## config.mk

```make
export PLATFORM = sky130hd
export DESIGN_NAME = cabac_cu_luma_mode_sched
export DESIGN_NICKNAME = d
export VERILOG_FILES = /design/src/rtl/cabac_cu_luma_mode_sched.sv
export SDC_FILE = /design/constraint.sdc
export NUM_CORES = 1
export LEC_CHECK = 0
export BUFFER_PORTS_ARGS = -buffer_cell sky130_fd_sc_hd__buf_2
export CAP_MARGIN = 20
export CORE_ASPECT_RATIO = 0.75
export CORE_UTILIZATION = 25
export CTS_CLUSTER_SIZE = 14
export DETAILED_ROUTE_END_ITERATION = 6
export GPL_TIMING_DRIVEN = 0
export SLEW_MARGIN = 20
export SYNTH_ARGS = -nofsm -noshare
export SYNTH_HDL_FRONTEND = slang
export SYNTH_SLANG_ARGS = --single-unit
```

## constraint.sdc

```tcl
create_clock -name clk -period 14.1 [get_ports clk]
set_clock_uncertainty 0.1 [all_clocks]
set_input_delay 2.115 -clock clk [delete_from_list [all_inputs] [get_ports clk]]
set_output_delay 2.115 -clock clk [all_outputs]
set_load 0.005 [all_outputs]
```

## src/rtl/cabac_cu_luma_mode_sched.sv

```systemverilog
// Intra luma mode scheduler for one CU in the CABAC front end.
// Latches the CU parameters on start_i and derives the left/top neighbour modes of each PU.
// For each PU it works out the MPM list and binarises the PU mode into two ctx pairs.
// The pairs go out in syntax order on a valid/ready port:
// first every prev_intra_luma_pred_flag pair, then every mpm_idx / rem_intra_luma_pred_mode
// pair.
// Ports:
//   clk, rst_n        clock, asynchronous active-low reset
//   start_i           start one CU (sampled only while idle)
//   part_nxn_i        1: four PUs, 0: one PU
//   pu_mode_i         PU k luma mode at [6k+5:6k]
//   left_mode_i       left neighbour modes of PU0 / PU2, qualified by left_avail_i
//   top_mode_i        top neighbour modes of PU0 / PU1, qualified by top_avail_i
//   pair_o, valid_o   ctx pair towards the bin FIFO, accepted when ready_i is high
//   busy_o            CU in progress
//   done_o            one-cycle pulse after the last pair is accepted
module cabac_cu_luma_mode_sched #(
  parameter int unsigned MODE_W  = 6,
  parameter int unsigned PAIR_W  = 11,
  parameter int unsigned DC_MODE = 1
) (
  input  logic                  clk,
  input  logic                  rst_n,
  input  logic                  start_i,
  input  logic                  part_nxn_i,
  input  logic [4*MODE_W-1:0]   pu_mode_i,
  input  logic [2*MODE_W-1:0]   left_mode_i,
  input  logic [2*MODE_W-1:0]   top_mode_i,
  input  logic [1:0]            left_avail_i,
  input  logic [1:0]            top_avail_i,
  output logic [PAIR_W-1:0]     pair_o,
  output logic                  valid_o,
  input  logic                  ready_i,
  output logic                  busy_o,
  output logic                  done_o
);

  typedef enum logic [1:0] {StIdle, StFlag, StRem, StDrain} state_e;

  localparam logic [MODE_W-1:0] DcMode = MODE_W'(DC_MODE);

  state_e state_q, state_d;

  logic [4*MODE_W-1:0] mode_q, mode_d;
  logic [2*MODE_W-1:0] left_q, left_d, top_q, top_d;
  logic [1:0]          lav_q, lav_d, tav_q, tav_d;
  logic                nxn_q, nxn_d;
  logic [1:0]          pu_cnt_q, pu_cnt_d;
  logic [PAIR_W-1:0]   pair1_q [4];
  logic [PAIR_W-1:0]   pair1_d [4];
  logic [PAIR_W-1:0]   pair_q, pair_d;
  logic                valid_q, valid_d;
  logic                done_q, done_d;

  logic slot_free, last_pu;
  assign slot_free = !valid_q || ready_i;
  assign last_pu   = (pu_cnt_q == (nxn_q ? 2'd3 : 2'd0));

  // Neighbour selection for the PU being issued; intra-CU neighbours are always available.
  logic [MODE_W-1:0] cur_mode, cand_a, cand_b;
  always_comb begin
    cur_mode = mode_q[MODE_W-1:0];
    cand_a   = DcMode;
    cand_b   = DcMode;
    unique case (pu_cnt_q)
      2'd0: begin
        cur_mode = mode_q[MODE_W-1:0];
        cand_a   = lav_q[0] ? left_q[MODE_W-1:0] : DcMode;
        cand_b   = tav_q[0] ? top_q[MODE_W-1:0]  : DcMode;
      end
      2'd1: begin
        cur_mode = mode_q[2*MODE_W-1:MODE_W];
        cand_a   = mode_q[MODE_W-1:0];
        cand_b   = tav_q[1] ? top_q[2*MODE_W-1:MODE_W] : DcMode;
      end
      2'd2: begin
        cur_mode = mode_q[3*MODE_W-1:2*MODE_W];
        cand_a   = lav_q[1] ? left_q[2*MODE_W-1:MODE_W] : DcMode;
        cand_b   = mode_q[MODE_W-1:0];
      end
      2'd3: begin
        cur_mode = mode_q[4*MODE_W-1:3*MODE_W];
        cand_a   = mode_q[3*MODE_W-1:2*MODE_W];
        cand_b   = mode_q[2*MODE_W-1:MODE_W];
      end
      default: ;
    endcase
  end

  // Intra luma mode binariser: MPM list, prev flag, mpm_idx or 5-bit remainder.
  logic [MODE_W-1:0] mpm0, mpm1, mpm2;
  logic              hit0, hit1, hit2, pred_flag;
  logic [4:0]        rem_mode;
  logic [PAIR_W-1:0] pair0_cur, pair1_cur;
  always_comb begin
    mpm0 = cand_a;
    mpm1 = cand_b;
    mpm2 = MODE_W'(26);
    if (cand_a == cand_b) begin
      if (cand_a < MODE_W'(2)) begin
        mpm0 = MODE_W'(0);
        mpm1 = MODE_W'(1);
        mpm2 = MODE_W'(26);
      end else begin
        // Angular neighbours of A, wrapped modulo 32 over the angular range 2..33.
        mpm0 = cand_a;
        mpm1 = MODE_W'(5'(cand_a[4:0] + 5'd29)) + MODE_W'(2);
        mpm2 = MODE_W'(5'(cand_a[4:0] - 5'd1)) + MODE_W'(2);
      end
    end else if (cand_a != MODE_W'(0) && cand_b != MODE_W'(0)) begin
      mpm2 = MODE_W'(0);
    end else if (cand_a != MODE_W'(1) && cand_b != MODE_W'(1)) begin
      mpm2 = MODE_W'(1);
    end
    hit0      = (cur_mode == mpm0);
    hit1      = (cur_mode == mpm1);
    hit2      = (cur_mode == mpm2);
    pred_flag = hit0 || hit1 || hit2;
    // Remainder = mode minus the number of MPM entries below it; always fits in 5 bits.
    rem_mode  = cur_mode[4:0] - 5'(mpm0 < cur_mode) - 5'(mpm1 < cur_mode)
                - 5'(mpm2 < cur_mode);
    pair0_cur = PAIR_W'({2'b00, pred_flag, 3'd0, 5'd30});
    if (hit0) begin
      pair1_cur = PAIR_W'({2'b10, 1'b0, 3'd1, 5'd0});
    end else if (hit1) begin
      pair1_cur = PAIR_W'({2'b10, 1'b0, 3'd2, 5'd2});
    end else if (hit2) begin
      pair1_cur = PAIR_W'({2'b10, 1'b0, 3'd2, 5'd3});
    end else begin
      pair1_cur = PAIR_W'({2'b10, 1'b0, 3'd5, rem_mode});
    end
  end

  // State register.
  always_ff @(posedge clk or negedge rst_n) begin
    if (!rst_n) begin
      state_q <= StIdle;
    end else begin
      state_q <= state_d;
    end
  end

  // Next-state logic.
  always_comb begin
    state_d = state_q;
    unique case (state_q)
      StIdle:  if (start_i)               state_d = StFlag;
      StFlag:  if (slot_free && last_pu)  state_d = StRem;
      StRem:   if (slot_free && last_pu)  state_d = StDrain;
      StDrain: if (valid_q && ready_i)    state_d = StIdle;
      default:                            state_d = StIdle;
    endcase
  end

  // Output logic.
  always_comb begin
    busy_o  = (state_q != StIdle);
    pair_o  = pair_q;
    valid_o = valid_q;
    done_o  = done_q;
  end

  // Datapath next-state.
  always_comb begin
    mode_d   = mode_q;
    left_d   = left_q;
    top_d    = top_q;
    lav_d    = lav_q;
    tav_d    = tav_q;
    nxn_d    = nxn_q;
    pu_cnt_d = pu_cnt_q;
    pair1_d  = pair1_q;
    pair_d   = pair_q;
    valid_d  = valid_q;
    done_d   = 1'b0;
    unique case (state_q)
      StIdle: begin
        if (start_i) begin
          mode_d   = pu_mode_i;
          left_d   = left_mode_i;
          top_d    = top_mode_i;
          lav_d    = left_avail_i;
          tav_d    = top_avail_i;
          nxn_d    = part_nxn_i;
          pu_cnt_d = 2'd0;
        end
      end
      StFlag: begin
        if (slot_free) begin
          pair_d            = pair0_cur;
          valid_d           = 1'b1;
          pair1_d[pu_cnt_q] = pair1_cur;
          pu_cnt_d          = last_pu ? 2'd0 : pu_cnt_q + 2'd1;
        end
      end
      StRem: begin
        if (slot_free) begin
          pair_d   = pair1_q[pu_cnt_q];
          valid_d  = 1'b1;
          pu_cnt_d = last_pu ? 2'd0 : pu_cnt_q + 2'd1;
        end
      end
      StDrain: begin
        if (valid_q && ready_i) begin
          valid_d = 1'b0;
          done_d  = 1'b1;
        end
      end
      default: ;
    endcase
  end

  always_ff @(posedge clk or negedge rst_n) begin
    if (!rst_n) begin
      mode_q   <= '0;
      left_q   <= '0;
      top_q    <= '0;
      lav_q    <= '0;
      tav_q    <= '0;
      nxn_q    <= 1'b0;
      pu_cnt_q <= 2'd0;
      for (int i = 0; i < 4; i++) pair1_q[i] <= '0;
      pair_q   <= '0;
      valid_q  <= 1'b0;
      done_q   <= 1'b0;
    end else begin
      mode_q   <= mode_d;
      left_q   <= left_d;
      top_q    <= top_d;
      lav_q    <= lav_d;
      tav_q    <= tav_d;
      nxn_q    <= nxn_d;
      pu_cnt_q <= pu_cnt_d;
      pair1_q  <= pair1_d;
      pair_q   <= pair_d;
      valid_q  <= valid_d;
      done_q   <= done_d;
    end
  end

endmodule
```

==> impl_metrics.prom <==
# TYPE chip_impl_metric gauge
chip_impl_metric{name="place.gp.congestion",unit=""} 0.8954
chip_impl_metric{name="yosys.cell_types.count",unit=""} 65
chip_impl_metric{name="grt_antenna_before_repair",unit=""} 0
chip_impl_info{name="outcome",value="finished clean"} 1
chip_impl_metric{name="detail-route-antenna-nets",unit=""} 0
chip_impl_metric{name="pin_count_of_the_biggest_net_entering_global_routing",unit=""} 71
chip_impl_metric{name="drc",unit=""} 0
chip_impl_metric{name="post_cts_resized",unit=""} 0
chip_impl_metric{name="fmax",unit="MHz"} 127.7
chip_impl_metric{name="number_of_flip_flops_and_latches_in_the_synthesized_netlist",unit=""} 105
chip_impl_metric{name="finalSetupViolCount",unit=""} 0
chip_impl_metric{name="vias_per_cell",unit=""} 4.778
chip_impl_metric{name="cts.repair_timing.setup_buffer_count",unit=""} 0
chip_impl_info{name="hold_path_end",value="pair1_q[21]"} 1
chip_impl_metric{name="critPathMaxFanout",unit=""} 10
chip_impl_metric{name="multiInputGateArea",unit="um^2"} 3329
chip_impl_metric{name="fp.dieArea",unit="um^2"} 25390
chip_impl_metric{name="worst_skew_pair.late_latency",unit="ns"} 0.36
chip_impl_metric{name="core.rowCount",unit=""} 49
chip_impl_metric{name="cts.htree.levels",unit=""} 3
chip_impl_metric{name="maxSlewViolCount",unit=""} 0
chip_impl_metric{name="globalRouteOverflowTotal",unit=""} 0
chip_impl_info{name="largest_area_contributor_in_the_synthesized_netlist",value="sky130_fd_sc_hd__dfrtp_1"} 1
chip_impl_metric{name="timing.final.hold_violations",unit=""} 0
chip_impl_metric{name="cts_num_sinks",unit=""} 105
chip_impl_metric{name="slew_headroom",unit="%"} 39.40
chip_impl_metric{name="routed-via-count",unit=""} 4659
chip_impl_metric{name="worst_ep_required_time",unit="ns"} 14.22
chip_impl_metric{name="rr_worst_depth",unit=""} 27
chip_impl_info{name="timing_worst_setup_path_type",value="register to register"} 1
chip_impl_info{name="most_used_standard_cell_by_instance_count_after_synthesis",value="sky130_fd_sc_hd__dfrtp_1"} 1
chip_impl_metric{name="netlist_instances",unit=""} 558
chip_impl_metric{name="global_route_wire_length_before_repair",unit="mm"} 25.37
chip_impl_metric{name="final_core_util",unit="%"} 30.03
chip_impl_metric{name="worst_hold_depth",unit=""} 1
chip_impl_info{name="ys_top_cells_by_area",value="sky130_fd_sc_hd__dfrtp_1 42%, sky130_fd_sc_hd__mux2_2 12%, sky130_fd_sc_hd__ha_1 7.3%"} 1
chip_impl_metric{name="first_global_vias",unit=""} 4525
chip_impl_metric{name="drive_gt1_share",unit="%"} 28.57
chip_impl_metric{name="dp.final_hpwl",unit="mm"} 12.28
chip_impl_metric{name="die_y",unit="um"} 138.3
chip_impl_metric{name="numCtsBuffers",unit=""} 9
chip_impl_metric{name="hold_buffers",unit=""} 0
chip_impl_metric{name="number_of_port_buffers",unit=""} 69
chip_impl_metric{name="detail_route.wl_per_cell",unit="um"} 16.22
chip_impl_metric{name="ys.warnings.count",unit=""} 0
chip_impl_metric{name="placed_cell_count",unit=""} 959
chip_impl_metric{name="floorplan.io_pins",unit=""} 71
chip_impl_metric{name="clk_path_buf_depth",unit=""} 2
chip_impl_metric{name="postRouteWirelength",unit="mm"} 15.82
chip_impl_metric{name="r2r_setup_slk",unit="ns"} 6.27
chip_impl_info{name="critPathCaptureType",value="register"} 1
chip_impl_metric{name="cp_data_arrival_time",unit="ns"} 7.96
chip_impl_info{name="setup_repair_after_global_routing_missed_its_margin",value="no"} 1
chip_impl_info{name="hold_path_class",value="register to register"} 1
chip_impl_metric{name="post_synth.cell_area_avg",unit="um^2"} 11.09
chip_impl_info{name="synth_ff_type",value="sky130_fd_sc_hd__dfrtp_1"} 1
chip_impl_info{name="tritoncts",value="built"} 1
chip_impl_metric{name="worst_pin_slew",unit="ns"} 0.8995
chip_impl_metric{name="syn_nets",unit=""} 654
chip_impl_metric{name="antennaDiodeCount",unit=""} 0
chip_impl_metric{name="setup-tns-final",unit="ns"} 0
chip_impl_metric{name="synth.top_cell.area_share",unit="%"} 42.46
chip_impl_metric{name="initial_utilization",unit="%"} 25.62
chip_impl_metric{name="count_of_flip_flops_with_a_built_in_enable_after_synthesis",unit=""} 0
chip_impl_info{name="root_buffer",value="sky130_fd_sc_hd__clkbuf_16"} 1
chip_impl_metric{name="max-cap-violations",unit=""} 0
chip_impl_metric{name="first_iter_violations",unit=""} 395
chip_impl_metric{name="core_area",unit="um^2"} 24160
chip_impl_metric{name="die-width",unit="um"} 183.7
chip_impl_metric{name="firstDrtPassIters",unit=""} 6
chip_impl_info{name="r2r_start",value="pu_cnt_q[0]"} 1
chip_impl_metric{name="fillers",unit=""} 2531
chip_impl_metric{name="post-route-min-period",unit="ns"} 7.833
chip_impl_metric{name="seq_area",unit="um^2"} 2628
chip_impl_metric{name="track_usage",unit="%"} 12.83
chip_impl_metric{name="area_delta_synth_final",unit="%"} 17.23
chip_impl_metric{name="cts.clk_slew.worst_paths",unit="ns"} 0.07
chip_impl_info{name="regToRegEndpoint",value="pair1_q[1]"} 1
chip_impl_metric{name="synth-async-reset-ratio",unit="%"} 100.0
chip_impl_metric{name="synth_seq_area_share",unit="%"} 42.46
chip_impl_metric{name="synth.cell_area",unit="um^2"} 6188
chip_impl_info{name="startpoint_of_the_worst_hold_path",value="pair1_q[21]"} 1
chip_impl_info{name="setup.worst_path.start_class",value="register"} 1
chip_impl_metric{name="final_net_count",unit=""} 735
chip_impl_metric{name="final_cells",unit=""} 975
chip_impl_metric{name="layout_worst_path_cycle_share",unit="%"} 55.55
chip_impl_info{name="synthTopCellsByCount",value="105 x sky130_fd_sc_hd__dfrtp_1, 65 x sky130_fd_sc_hd__mux2_2, 44 x sky130_fd_sc_hd__nand2_1, 36 x sky130_fd_sc_hd__ha_1, 24 x sky130_fd_sc_hd__o21ai_0"} 1
## cells in the final DEF (no fill, tap or decap), types with 3 or more instances in the layout
cell type                    instances
sky130_fd_sc_hd__o21ai_0            24
sky130_fd_sc_hd__clkinvlp_4          3
sky130_fd_sc_hd__o22a_1              4
sky130_fd_sc_hd__fa_1                3
sky130_fd_sc_hd__clkbuf_1           17
sky130_fd_sc_hd__o31ai_1            10
sky130_fd_sc_hd__ha_1               36
sky130_fd_sc_hd__a22oi_1            16
sky130_fd_sc_hd__buf_1               4
sky130_fd_sc_hd__nand4_1             4
sky130_fd_sc_hd__xnor2_1            14
sky130_fd_sc_hd__nor2_1             19
sky130_fd_sc_hd__a32o_1              5
sky130_fd_sc_hd__clkbuf_16           9
sky130_fd_sc_hd__nand2_1            44
sky130_fd_sc_hd__dfrtp_1           105
sky130_fd_sc_hd__a21oi_1            19
sky130_fd_sc_hd__nor2b_1             8
sky130_fd_sc_hd__o21a_1              6
sky130_fd_sc_hd__a22o_1              7
sky130_fd_sc_hd__mux4_2              9
sky130_fd_sc_hd__o211ai_1            7
sky130_fd_sc_hd__and3_1              5
sky130_fd_sc_hd__mux2i_1             3
sky130_fd_sc_hd__a21o_1              6
sky130_fd_sc_hd__nand2b_1           18
sky130_fd_sc_hd__buf_2              73
sky130_fd_sc_hd__mux2_2             65
sky130_fd_sc_hd__o22ai_1             3
sky130_fd_sc_hd__nand3_1            13
sky130_fd_sc_hd__a222oi_1            4
sky130_fd_sc_hd__and2_1              3
sky130_fd_sc_hd__nor3_1              4
sky130_fd_sc_hd__nand4b_1            4
sky130_fd_sc_hd__buf_6               4
sky130_fd_sc_hd__or2_2               3
sky130_fd_sc_hd__inv_1              20
sky130_fd_sc_hd__nor4_1              3
## layout make-up
class / instances / area share, %
Multi-Input combinational cell: 401 / 45.90
Sequential cell: 105 / 36.22
Tap cell: 331 / 5.709
Timing Repair Buffer: 70 / 5.226
Clock buffer: 10 / 3.156
Buffer: 30 / 2.052
Inverter: 22 / 1.138
Clock inverter: 6 / 0.6037
## through the flow
| stage | hold WS, ns | setup WS [ns] | area [um^2] |
|---|---|---|---|
| 4_1_cts | 0.3682 | 6.253 | 7254 |
| 5_1_grt | 0.3894 | 5.742 | 7254 |
| 3_3_place_gp | 0.3477 | 6.341 | 6948 |
| 6_report | 0.3643 | 6.267 | 7254 |
| 3_5_place_dp | 0.3484 | 6.331 | 6982 |
| 2_1_floorplan | 0.3287 | 7.563 | 6188 |
## worst max-delay path, stage by stage (launching register included)
cell                       delay [ns]
sky130_fd_sc_hd__dfrtp_1         0.40
sky130_fd_sc_hd__clkbuf_1        0.36
sky130_fd_sc_hd__buf_1           0.60
sky130_fd_sc_hd__inv_1           0.20
sky130_fd_sc_hd__ha_1            0.31
sky130_fd_sc_hd__buf_6           0.16
sky130_fd_sc_hd__nand2b_1        0.14
sky130_fd_sc_hd__o22ai_1         0.44
sky130_fd_sc_hd__nand2b_1        0.35
sky130_fd_sc_hd__inv_1           0.11
sky130_fd_sc_hd__ha_1            0.39
sky130_fd_sc_hd__or4_1           0.54
sky130_fd_sc_hd__nand3_1         0.16
sky130_fd_sc_hd__mux2i_1         0.21
sky130_fd_sc_hd__a21oi_1         0.10
sky130_fd_sc_hd__ha_1            0.31
sky130_fd_sc_hd__nand4_1         0.15
sky130_fd_sc_hd__nor2_1          0.07
sky130_fd_sc_hd__a211oi_1        0.31
sky130_fd_sc_hd__ha_1            0.17
sky130_fd_sc_hd__inv_1           0.05
sky130_fd_sc_hd__fa_1            0.49
sky130_fd_sc_hd__inv_1           0.05
sky130_fd_sc_hd__fa_1            0.41
sky130_fd_sc_hd__fa_1            0.51
sky130_fd_sc_hd__inv_1           0.04
sky130_fd_sc_hd__o21ai_0         0.44
sky130_fd_sc_hd__o21ai_0         0.14
## logic make-up after synthesis
kind of cell	after synthesis	share of synthesized area (%)
fa+ha+maj	39	8.249
flops	105	42.46
xor+xnor	17	2.649
compound gates	129	15.55
other cells	1	0.06060
buf+inv	52	3.740
simple gates	138	11.71
mux	77	15.59
## per-layer routing
metal  share of wire, %  wire length (um)  vias to the layer above  global-route usage [%]
li1                   -                 -                     2224                       -
met1                 52              8262                     2309                   19.79
met2                 43              6744                      115                   18.02
met3                3.9               619                       11                   2.371
met4                1.2               191                        0                   3.509
met5                  0                 0                        -                       0
## flip-flops by register name, summed over array words and instances (netlist names)
register and cells:
done_o 1, lav_q 2, left_q 12, mode_q 24, nxn_q 1, pair1_q 36, pair_o 10, pu_cnt_q 2
state_q 2, tav_q 2, top_q 12, valid_o 1
## worst max path at each step
| stage | startpoint | end | slack [ns] | cells after the start |
|---|---|---|---|---|
| global route | pu_cnt_q[0] | pair1_q[34] | 5.74 | 27 |
| floorplan | pu_cnt_q[0] | pair1_q[13] | 7.56 | 27 |
| detailed placement | pu_cnt_q[0] | pair1_q[34] | 6.33 | 27 |
| finish | pu_cnt_q[0] | pair1_q[1] | 6.27 | 27 |
| global placement | pu_cnt_q[0] | pair1_q[12] | 6.34 | 27 |
| CTS | pu_cnt_q[0] | pair1_q[34] | 6.25 | 27 |
Power is left out: the tool's default activity adds up to more than one toggle a clock period on the data nets, which glitch-free logic cannot reach.
